### config.mk
export PLATFORM = sky130hd
export DESIGN_NAME = formatter
export DESIGN_NICKNAME = d
export VERILOG_FILES = /design/src/rtl/formatter.sv
export SDC_FILE = /design/constraint.sdc
export NUM_CORES = 1
export LEC_CHECK = 0
export CORE_ASPECT_RATIO = 1.25
export CORE_MARGIN = 1.5
export CORE_UTILIZATION = 60
export DETAILED_ROUTE_END_ITERATION = 8
export GPL_TIMING_DRIVEN = 0
export PLACE_DENSITY = 0.83
export SYNTH_ARGS = -nofsm -noshare
export SYNTH_HDL_FRONTEND = slang
export SYNTH_SLANG_ARGS = --single-unit
### constraint.sdc
create_clock -name clk_i -period 5.6 [get_ports clk_i]
set_input_delay 1.12 -clock clk_i [delete_from_list [all_inputs] [get_ports clk_i]]
set_output_delay 1.12 -clock clk_i [all_outputs]
set_load 0.01 [all_outputs]
### src/rtl/formatter.sv
// MCDF packet formatter: fetches a channel ID from the arbiter, buffers one
// packet of up to 32 words, then replays it on the output port with framing.
//
// state     | meaning
// ----------+-----------------------------------------------------------
// IDLE      | nothing in flight; request arbitration next cycle
// REQ       | f2a_id_req_o pulse
// ID_WAIT   | arbiter ID valid; latch chid/len or retry on 2'b11
// COLLECT   | ack held high, words written to the local buffer
// PKT_REQ   | packet buffered, fmt_req_o held until grant
// SEND      | one buffered word per cycle with start/end framing
module formatter (
  input  logic        clk_i,
  input  logic        rstn_i,
  input  logic        a2f_val_i,
  input  logic [1:0]  a2f_id_i,
  input  logic [31:0] a2f_data_i,
  input  logic [2:0]  a2f_pkglen_sel_i,
  output logic        f2a_id_req_o,
  output logic        f2a_ack_o,
  input  logic        fmt_grant_i,
  output logic        fmt_req_o,
  output logic [1:0]  fmt_chid_o,
  output logic [5:0]  fmt_length_o,
  output logic [31:0] fmt_data_o,
  output logic        fmt_start_o,
  output logic        fmt_end_o
);

  typedef enum logic [2:0] {
    S_IDLE,
    S_REQ,
    S_ID_WAIT,
    S_COLLECT,
    S_PKT_REQ,
    S_SEND
  } state_e;

  state_e      state_q, state_d;
  logic [1:0]  chid_q, chid_d;
  logic [5:0]  len_q, len_d;
  logic [5:0]  wr_cnt_q, wr_cnt_d;
  logic [5:0]  rd_cnt_q, rd_cnt_d;
  logic        id_req_q, id_req_d;
  logic        ack_q, ack_d;
  logic        req_q, req_d;
  logic [31:0] data_q, data_d;
  logic        start_q, start_d;
  logic        end_q, end_d;
  logic        wr_en;
  logic [31:0] mem_q [32];

  function automatic logic [5:0] decode_len(input logic [2:0] sel);
    case (sel)
      3'd0:    decode_len = 6'd4;
      3'd1:    decode_len = 6'd8;
      3'd2:    decode_len = 6'd16;
      default: decode_len = 6'd32;
    endcase
  endfunction

  always_comb begin
    state_d  = state_q;
    chid_d   = chid_q;
    len_d    = len_q;
    wr_cnt_d = wr_cnt_q;
    rd_cnt_d = rd_cnt_q;
    data_d   = '0;
    start_d  = 1'b0;
    end_d    = 1'b0;
    wr_en    = 1'b0;
    case (state_q)
      S_IDLE:  state_d = S_REQ;
      S_REQ:   state_d = S_ID_WAIT;
      S_ID_WAIT: begin
        if (a2f_id_i == 2'b11) begin
          state_d = S_IDLE;
        end else begin
          chid_d   = a2f_id_i;
          len_d    = decode_len(a2f_pkglen_sel_i);
          wr_cnt_d = '0;
          state_d  = S_COLLECT;
        end
      end
      S_COLLECT: begin
        if (a2f_val_i && ack_q) begin
          wr_en    = 1'b1;
          wr_cnt_d = wr_cnt_q + 6'd1;
          if (wr_cnt_q == len_q - 6'd1) state_d = S_PKT_REQ;
        end
      end
      S_PKT_REQ: begin
        if (fmt_grant_i) begin
          rd_cnt_d = '0;
          data_d   = mem_q[0];
          start_d  = 1'b1;
          end_d    = (len_q == 6'd1);
          state_d  = S_SEND;
        end
      end
      S_SEND: begin
        // Data for the next cycle is prefetched so every output stays registered.
        if (rd_cnt_q == len_q - 6'd1) begin
          state_d = S_IDLE;
        end else begin
          rd_cnt_d = rd_cnt_q + 6'd1;
          data_d   = mem_q[rd_cnt_d[4:0]];
          end_d    = (rd_cnt_d == len_q - 6'd1);
        end
      end
      default: state_d = S_IDLE;
    endcase
    id_req_d = (state_d == S_REQ);
    ack_d    = (state_d == S_COLLECT);
    req_d    = (state_d == S_PKT_REQ);
  end

  always_ff @(posedge clk_i or negedge rstn_i) begin
    if (!rstn_i) begin
      state_q  <= S_IDLE;
      chid_q   <= '0;
      len_q    <= '0;
      wr_cnt_q <= '0;
      rd_cnt_q <= '0;
      id_req_q <= 1'b0;
      ack_q    <= 1'b0;
      req_q    <= 1'b0;
      data_q   <= '0;
      start_q  <= 1'b0;
      end_q    <= 1'b0;
    end else begin
      state_q  <= state_d;
      chid_q   <= chid_d;
      len_q    <= len_d;
      wr_cnt_q <= wr_cnt_d;
      rd_cnt_q <= rd_cnt_d;
      id_req_q <= id_req_d;
      ack_q    <= ack_d;
      req_q    <= req_d;
      data_q   <= data_d;
      start_q  <= start_d;
      end_q    <= end_d;
    end
  end

  always_ff @(posedge clk_i) begin
    if (wr_en) mem_q[wr_cnt_q[4:0]] <= a2f_data_i;
  end

  assign f2a_id_req_o = id_req_q;
  assign f2a_ack_o    = ack_q;
  assign fmt_req_o    = req_q;
  assign fmt_chid_o   = chid_q;
  assign fmt_length_o = len_q;
  assign fmt_data_o   = data_q;
  assign fmt_start_o  = start_q;
  assign fmt_end_o    = end_q;

endmodule

### Word-level counts from Yosys, hierarchy flattened

Memory sizes are Yosys's and may differ from the RTL's.
Cells that the tools add are included.

* bits in registers: 60
* memory bits (writable): 1024
* memories: 1

* add/sub/neg operators: 3
* equal/unequal tests: 19
* mux-type cells: 25
* bitwise operators: 1
* reduce and logical (&&, ||, !) cells: 8

Memory list
* mem_q: words 32, width 32, rd ports 2, clocked after memory_dff 0, write ports 1, line 51 `logic [31:0] mem_q [32];`

Operator list (count)
* $mux 32: 2
* $pmux 32 s2: 1
* $mux 6: 4
* $pmux 6 s2: 2
* $eq 6x6->1: 3
* $pmux 3 s6: 1
* $pmux 6 s3: 1
* $add 6x1->6 const B: 2
* $eq 3x2->1 const B: 4
* $mux 3: 4
* $eq 3x1->1 const B: 3
* $eq 3x3->1 const B: 3
* $mux 1: 8
* $ne 2x2->1 const B: 4
* $eq 6x1->1 const B: 1
* $logic_not 3->1: 2
* $reduce_and 3->1: 2
* $sub 6x1->6 const B: 1
* $reduce_bool 2->1: 2
* $eq 2x2->1 const B: 1
* $mux 2: 1
* $pmux 1 s2: 1
* $reduce_and 2->1: 1
* $logic_and 1x1->1: 1
* $not 1->1: 1

### Depth between registers and ports, before layout

Gate-level depths: netlist of the first run.

* depth after elaboration: 6
* depth in mapped cells: 14

### Least setup slack after synthesis of the first run

No wires, ideal clock.

* path kind: input to register
* from: in a2f_val_i
* to: mem mem_q[31][0], enable pin
* library setup time: 0.421 ns
* data arrival time: 3.216 ns
* required time: 5.179 ns
* path slack: 1.962 ns
* cell stages on the path: 5
* cells stage by stage: nand2_1 > nor2_1 > nand2_1 > clkbuf_1 > nor2_1

* word-level cells in the longest chain between the ends: 5

RTL lines
* start, declared: line 15 `input logic a2f_val_i,`
* $logic_and 1x1->1: line 86 `if (a2f_val_i && ack_q) begin`
* $mux 1: line 86
* $mux 1: line 72 `case (state_q)`
* $mux 1: line 147 `if (wr_en) mem_q[wr_cnt_q[4:0]] <= a2f_data_i;`
* $mux 1 (implied by the code): line 147
* end, declared: line 51

No other way between the ends.

### Worst setup path after layout of the first run

* from: reg rd_cnt_q[0]
* to: reg data_q[5], in the netlist fmt_data_o[5]

* word-level cells in the longest chain between the ends: 4
* elaborated cells between the ends (all ways): 5
* those cells by class: add/sub (1); eq/ne (1); mux (2); memory (1)

RTL lines
* start, declared: line 43 `logic [5:0] rd_cnt_q, rd_cnt_d;`
* start signal, assigned: line 136 `rd_cnt_q <= rd_cnt_d;`
* $add 6x1->6: line 106 `rd_cnt_d = rd_cnt_q + 6'd1;`
* $mem_v2 32x32
* $mux 32 *: line 103 `if (rd_cnt_q == len_q - 6'd1) begin`
* $pmux 32 s2 *: line 72
* via data_d[5]: line 47 `logic [31:0] data_q, data_d;`
* end signal, assigned: line 140 `data_q <= data_d;`
* end, declared: line 47

The timed path passes the listed nets; every way through them passes the cells marked *.
A chain may end at the register's enable or synchronous reset.

==> flow_metrics.py, run 1 <==
metrics = {
    "synthesis": {
        "ys_types": 47,
        "avgSynthCellArea_um2": 21.77,
        "synth.cell_area_mm2": 0.04147,
        "synth_edf_count": 1024,
        "ys.flop_type": "edfxtp_1",
        "yosys_register_bits": 1082,
        "async_reset_ff_share_pct": 5.360,
        "synthCells": 1905,
        "synth-seq-area-share_pct": 77.65,
        "yosysWarnings": 0,
    },
    "worst_setup_path": {
        "reg2reg_slack_ns": 0.02,
        "critical_path.endpoint_type": "flip-flop",
        "cp_common_cell": "clkbuf_1",
        "crit_chain": "buf_4, inv_1, clkbuf_1, clkbuf_1, clkbuf_2, ha_1, clkbuf_1, buf_2, buf_2, clkbuf_1, mux4_2, nand2_1, a31oi_1, a221o_1",
        "r2r-start": "rd_cnt_q[0]",
        "path_delay_family": "buffers and inverters",
        "cp_max_fo": 10,
        "cp_slowest_stage_delay_ns": 0.73,
        "reg2reg_to": "fmt_data_o[5]",
        "worstPathRequired_ns": 6.13,
        "path_buf_inv": 9,
        "start_kind": "flip-flop",
        "cp.arrival_ns": 6.11,
        "critical_path_class": "reg2reg",
        "r2r_cells": 14,
        "slowest_stage": "clkbuf_1",
    },
    "clock_network": {
        "tritoncts": "built",
        "cts_hold_buffers": 0,
        "clock_sinks": 1082,
        "clock-root-buffer": "clkbuf_16",
        "clkTransAtPathRegs_ns": 0.07,
        "clock_path_buffers": 3,
        "cts_inserted_buffers": 93,
        "clkLatencyLatePin_ns": 0.68,
        "h-tree-depth": 3,
    },
    "global_route": {
        "grt_max_degree": 59,
        "antenna_found_initial": 5,
        "grt-ovfl-total": 0,
        "globalRouteTotalUtil_pct": 32.54,
        "grt_pass1_vias": 23540,
        "grt_pass1_wl_um": 161900,
    },
    "worst_hold_path": {
        "worstHoldEndpoint": "rd_cnt_q[5]",
        "hold_class": "reg2reg",
        "whs_path_depth": 1,
        "holdCritStartpoint": "rd_cnt_q[5]",
    },
    "timing": {
        "slew_headroom_pct": 6.544,
        "fin_hold_ws_ns": 0.5188,
        "min_period_ns": 5.579,
        "fin_setup_tns_ns": 0,
        "fin_crit_sh_pct": 99.62,
        "finClkSkew_ns": 0.03681,
        "finalHoldViolations": 0,
        "tightest_slew_ns": 1.402,
        "rsz0062_at_grt": "no",
        "drv_slew": 0,
        "fmax_mhz": 179.2,
        "finalSetupViolCount": 0,
    },
    "place": {
        "dpl_cell_area_mm2": 0.04443,
        "dp_hpwl_um": 67680,
        "dp_cells": 2893,
        "place.gp.congestion": 0.8531,
        "io_buffers": 83,
    },
    "pwr": {
        "p_per_area_mw_per_mm2": 350.2,
        "p_leak_nw": 15.28,
        "ir_drop_v": 0.0002344,
    },
    "route": {
        "drt-total-wl_um": 113100,
        "drc": 0,
        "antenna_left": 0,
        "wl_per_cell_um": 36.87,
        "vias": 22380,
        "drt_first_pass_iters": 8,
        "drt_first_iter_violations": 3543,
        "routed_via_density": 7.295,
    },
    "cells_and_area": {
        "final_cells": 3068,
        "drive_gt1_share_pct": 23.39,
        "seq_area_mm2": 0.03220,
        "nFillCells": 3666,
        "multi_input_area_mm2": 0.008892,
        "final_area_mm2": 0.04765,
        "layout.nets": 2164,
        "post-route-util_pct": 69.79,
        "syn2layout_area_growth_pct": 14.91,
    },
    "floorplanning": {
        "core_mm2": 0.06828,
        "start_util_pct": 60.74,
        "fp.dieH_um": 296.9,
        "row_count": 107,
        "die_w_um": 238.1,
        "die-area_mm2": 0.07071,
        "io_pins": 86,
    },
    "outcome": {
        "status": "finished, final reports clean",
    },
    "run": {
        "drv_cap": 0,
    },
}
## per-layer routing
metal,up-vias,track usage [%],share of wire [%]
met5,-,0,0.013
met4,2,19.94,6.7
met3,523,8.104,11
met2,2083,55.03,51
met1,11370,37.39,31
li1,8401,-,-
## worst max path at each step
stage | start | to | slack [ns] | depth (start not counted)
2_1_floorplan | a2f_val_i | mem_q[31][0] | 1.96 | 5
3_3_place_gp | a2f_val_i | mem_q[11][5] | -0.29 | 6
3_5_place_dp | rd_cnt_q[0] | fmt_data_o[16] | -0.12 | 13
4_1_cts | rd_cnt_q[0] | fmt_data_o[19] | 0.04 | 13
5_1_grt | rd_cnt_q[0] | fmt_data_o[14] | 0.02 | 13
6_report | rd_cnt_q[0] | fmt_data_o[5] | 0.02 | 14
## worst reg2reg max path: stages, from the launching register on
cell and delay [ns]:
dfrtp_1 0.39, buf_4 0.20, inv_1 0.09, clkbuf_1 0.63
clkbuf_1 0.55, clkbuf_2 0.49, ha_1 0.22, clkbuf_1 0.29
buf_2 0.42, buf_2 0.42, clkbuf_1 0.74, mux4_2 0.45
nand2_1 0.09, a31oi_1 0.14, a221o_1 0.35
## cell type report
cell class              instances  share of cell area (%)
flip-flops and latches       1082                   67.58
repair buffers                115                   3.413
well taps                     872                   2.290
inverters                       8                 0.06302
plain buffers                 111                   1.279
clock inverters                50                   1.442
diodes                          3                 0.01575
multi-input cells             705                   18.66
clock buffers                 122                   5.262
## cell families after synthesis
family / after synthesis / share of synthesized area [%]
other: 1 / 0.009043
flip-flops: 1082 / 77.65
AO/OA/AOI/OAI: 214 / 3.898
XOR/XNOR: 19 / 0.4858
multiplexers: 257 / 13.98
buffers and inverters: 119 / 1.496
AND/OR/NAND/NOR: 206 / 2.266
adder cells (fa/ha/maj): 7 / 0.2112
## layout by cell type, fill, tap and decap left out, drive strengths merged, types with 3 or more instances in the layout
cell / instances
nand3b: 5
xor2: 8
nor2: 55
or3: 3
bufinv: 16
a221o: 32
and2: 35
a211oi: 32
clkinv: 29
inv: 10
xnor2: 9
a21boi: 32
nand3: 14
diode: 3
a21oi: 3
o21ai: 13
clkbuf: 194
clkinvlp: 3
ha: 7
nor2b: 3
edfxtp: 1024
nand2: 82
mux4: 256
buf: 72
clkdlybuf4s50: 82
a22oi: 64
a31oi: 32
dfrtp: 58
## stage by stage
stage / total power [mW] / worst slack, ns
final: 16.69 / 0.02110
after global routing: 16.97 / 0.01854
after CTS: 16.65 / 0.04415
after detailed placement: 9.937 / -0.1188
after global placement: 9.830 / -0.2927
after floorplan: 9.554 / 1.962
## state kept, by name, summed over array words and instances, names as in the netlist
signal,cells
state_q,3
fmt_data_o,32
rd_cnt_q,6
fmt_chid_o,2
wr_cnt_q,6
fmt_req_o,1
f2a_id_req_o,1
fmt_end_o,1
fmt_length_o,4
mem_q,1024
fmt_start_o,1
f2a_ack_o,1
## what timing repair did
item                                    4_1_cts  5_1_grt
resized for setup                             3       30
buffers inserted                              0        0
endpoints found under the setup margin       32       29
hold endpoints to repair                      0        0
gates cloned                                  0        0
## Yosys cell counts, drive strengths merged, types with 8 or more instances
| cell type | n | area share (%) |
|---|---|---|
| a211oi | 32 | 0.59 |
| a21boi | 32 | 0.58 |
| a221o | 32 | 0.77 |
| a22oi | 64 | 1.2 |
| a31oi | 32 | 0.48 |
| and2 | 35 | 0.53 |
| buf | 43 | 0.81 |
| clkbuf | 68 | 0.62 |
| dfrtp | 58 | 3.5 |
| edfxtp | 1024 | 74 |
| inv | 8 | 0.072 |
| mux4 | 256 | 14 |
| nand2 | 82 | 0.74 |
| nand3 | 14 | 0.17 |
| nor2 | 55 | 0.50 |
| o21ai | 13 | 0.16 |
| xnor2 | 9 | 0.19 |
| xor2 | 8 | 0.19 |
## where the power goes
part           switching [mW]  leakage [nW]  internal [mW]
combinational           0.481          3.76          0.289
sequential             0.0851          9.97           8.97
clock                    2.95          1.56           3.91
Note: power is estimated with default switching activity, not from simulation.
==> run 2: changes to the inputs <==
- SLEW_MARGIN: not set -> 20
- clock period: 5.6 -> 7.2 ns (I/O delays scaled with it)
==> run 2 against run 1 <==
Effect of this change:
- clock skew decreased by 0.0054 ns
- largest power group unchanged
- clock power fell by 25%
- register-to-register slack better by 0.89 ns
==> flow_metrics.py, run 2 (synthesized netlist as in run 1, its figures left out) <==
metrics = {
    "route": {
        "routed_via_density": 7.325,
        "vias": 22470,
        "drt-total-wl_um": 113500,
        "drt_first_pass_iters": 6,
        "antenna_left": 0,
        "drc": 0,
        "wl_per_cell_um": 37.01,
        "drt_first_iter_violations": 3558,
    },
    "worst_setup_path": {
        "critical_path.endpoint_type": "flip-flop",
        "worstPathRequired_ns": 7.73,
        "cp_slowest_stage_delay_ns": 0.81,
        "start_kind": "flip-flop",
        "cp_max_fo": 10,
        "slowest_stage": "buf_1",
        "cp_common_cell": "clkbuf_1",
        "crit_chain": "buf_4, inv_1, clkbuf_1, clkbuf_1, clkbuf_1, ha_1, clkbuf_1, buf_1, buf_1, mux4_2, a22oi_1, a21boi_0, a221o_1",
        "critical_path_class": "reg2reg",
        "cp.arrival_ns": 6.81,
    },
    "cells_and_area": {
        "post-route-util_pct": 69.55,
        "drive_gt1_share_pct": 23.64,
        "largest_register_ff_count": 1024,
        "multi_input_area_mm2": 0.008892,
        "final_area_mm2": 0.04749,
        "layout.nets": 2167,
        "final_common_cell": "edfxtp_1",
        "nFillCells": 3727,
        "layout_common_cells": "edfxtp_1, mux4_2, clkbuf_16",
        "syn2layout_area_growth_pct": 14.52,
        "antenna_cells": 0,
        "seq_area_mm2": 0.03220,
    },
    "clock_network": {
        "clkLatencyLatePin_ns": 0.68,
        "cts_hold_buffers": 0,
        "post_cts_buffers": 0,
        "clock_sinks": 1082,
        "clock-root-buffer": "clkbuf_16",
        "h-tree-depth": 3,
        "cts_inserted_buffers": 94,
        "clock_path_buffers": 3,
        "tritoncts": "built",
        "clkTransAtPathRegs_ns": 0.07,
        "cts_resized": 0,
    },
    "global_route": {
        "grt_pass1_vias": 23460,
        "antenna_found_initial": 3,
        "globalRouteTotalUtil_pct": 32.56,
        "grt_max_degree": 33,
        "grt_pass1_wl_um": 161500,
        "grt-ovfl-total": 0,
    },
    "place": {
        "io_buffers": 83,
        "dp_hpwl_um": 67970,
        "place.gp.congestion": 0.8531,
        "dpl_cell_area_mm2": 0.04445,
    },
    "floorplanning": {
        "fp.dieH_um": 296.9,
        "die-area_mm2": 0.07071,
        "row_count": 107,
        "io_pins": 86,
        "core_mm2": 0.06828,
        "die_w_um": 238.1,
        "start_util_pct": 60.74,
    },
    "pwr": {
        "p_leak_nw": 15.23,
        "ir_drop_v": 0.0001749,
        "p_per_area_mw_per_mm2": 268.9,
        "power_mw": 12.77,
    },
    "timing": {
        "rsz0062_at_grt": "no",
        "fmax_mhz": 159.1,
        "min_period_ns": 6.284,
        "fin_setup_tns_ns": 0,
        "finalHoldViolations": 0,
        "fin_crit_sh_pct": 87.28,
        "drv_slew": 0,
        "tightest_slew_ns": 1.240,
        "slew_headroom_pct": 17.33,
        "finClkSkew_ns": 0.03146,
        "finalSetupViolCount": 0,
    },
    "outcome": {
        "status": "finished, final reports clean",
    },
    "worst_hold_path": {
        "hold_class": "reg2reg",
    },
    "run": {
        "drv_cap": 0,
    },
}
-- run 2: cell types whose count changed in the layout (fill, tap and decap cells not counted), sizes merged --
cell	change
buf	+19
bufinv	-6
clkbuf	-4
clkdlybuf4s50	-14
clkinv	+6
clkinvlp	+1
diode	-3
-- run 2: report_power, final --
group	switching [mW]	total [mW]	internal (mW)	leakage, nW
Combinational	0.367	0.590	0.223	3.75
Sequential	0.0648	7.04	6.98	9.97
Clock	2.27	5.14	2.87	1.51
-- run 2: final timing paths --
check	from	end	slack, ns	cells after the start
max	rd_cnt_q[0]	fmt_data_o[19]	0.92	13
min	mem_q[0][0]	fmt_data_o[0]	0.52	1
max reg2reg	rd_cnt_q[0]	fmt_data_o[19]	0.92	13
min reg2reg	mem_q[0][0]	fmt_data_o[0]	0.52	1
max in group asynchronous	rstn_i	fmt_data_o[21]	5.92	2
min in group asynchronous	rstn_i	fmt_chid_o[0]	0.71	1
-- run 2: worst max-delay path, delay by kind of cell (launching register included) --
family / cells / cell delay, ns
muxes: 1 / 0.43
buffers and inverters: 8 / 4.06
DFF: 1 / 0.40
AOI/OAI and AO/OA: 3 / 0.97
adders and majority gates: 1 / 0.25
-- run 2: metal layers --
layer  global-route usage, %  part of all wire, %  vias up
met5                       0                0.036        -
met2                   54.60                   51     2171
li1                        -                    -     8385
met1                   38.22                   31    11370
met3                   7.100                   12      530
met4                   20.83                  7.0        6
-- run 2: stage by stage --
stage	hold slack, ns	std cells	worst slack, ns
final	0.5200	3067	0.9156
after global routing	0.5305	3067	1.026
after CTS	0.5155	3066	1.210
after detailed placement	0.5018	2894	1.482
after global placement	0.4735	2861	0.9873
after floorplan	0.4490	1906	3.242
-- run 2: area by class of cell --
class / instances / area share (%)
inverters: 8 / 0.06323
well taps: 872 / 2.297
flip-flops and latches: 1082 / 67.80
clock inverters: 51 / 1.146
plain buffers: 111 / 1.257
repair buffers: 117 / 3.343
clock buffers: 121 / 5.364
multi-input cells: 705 / 18.72
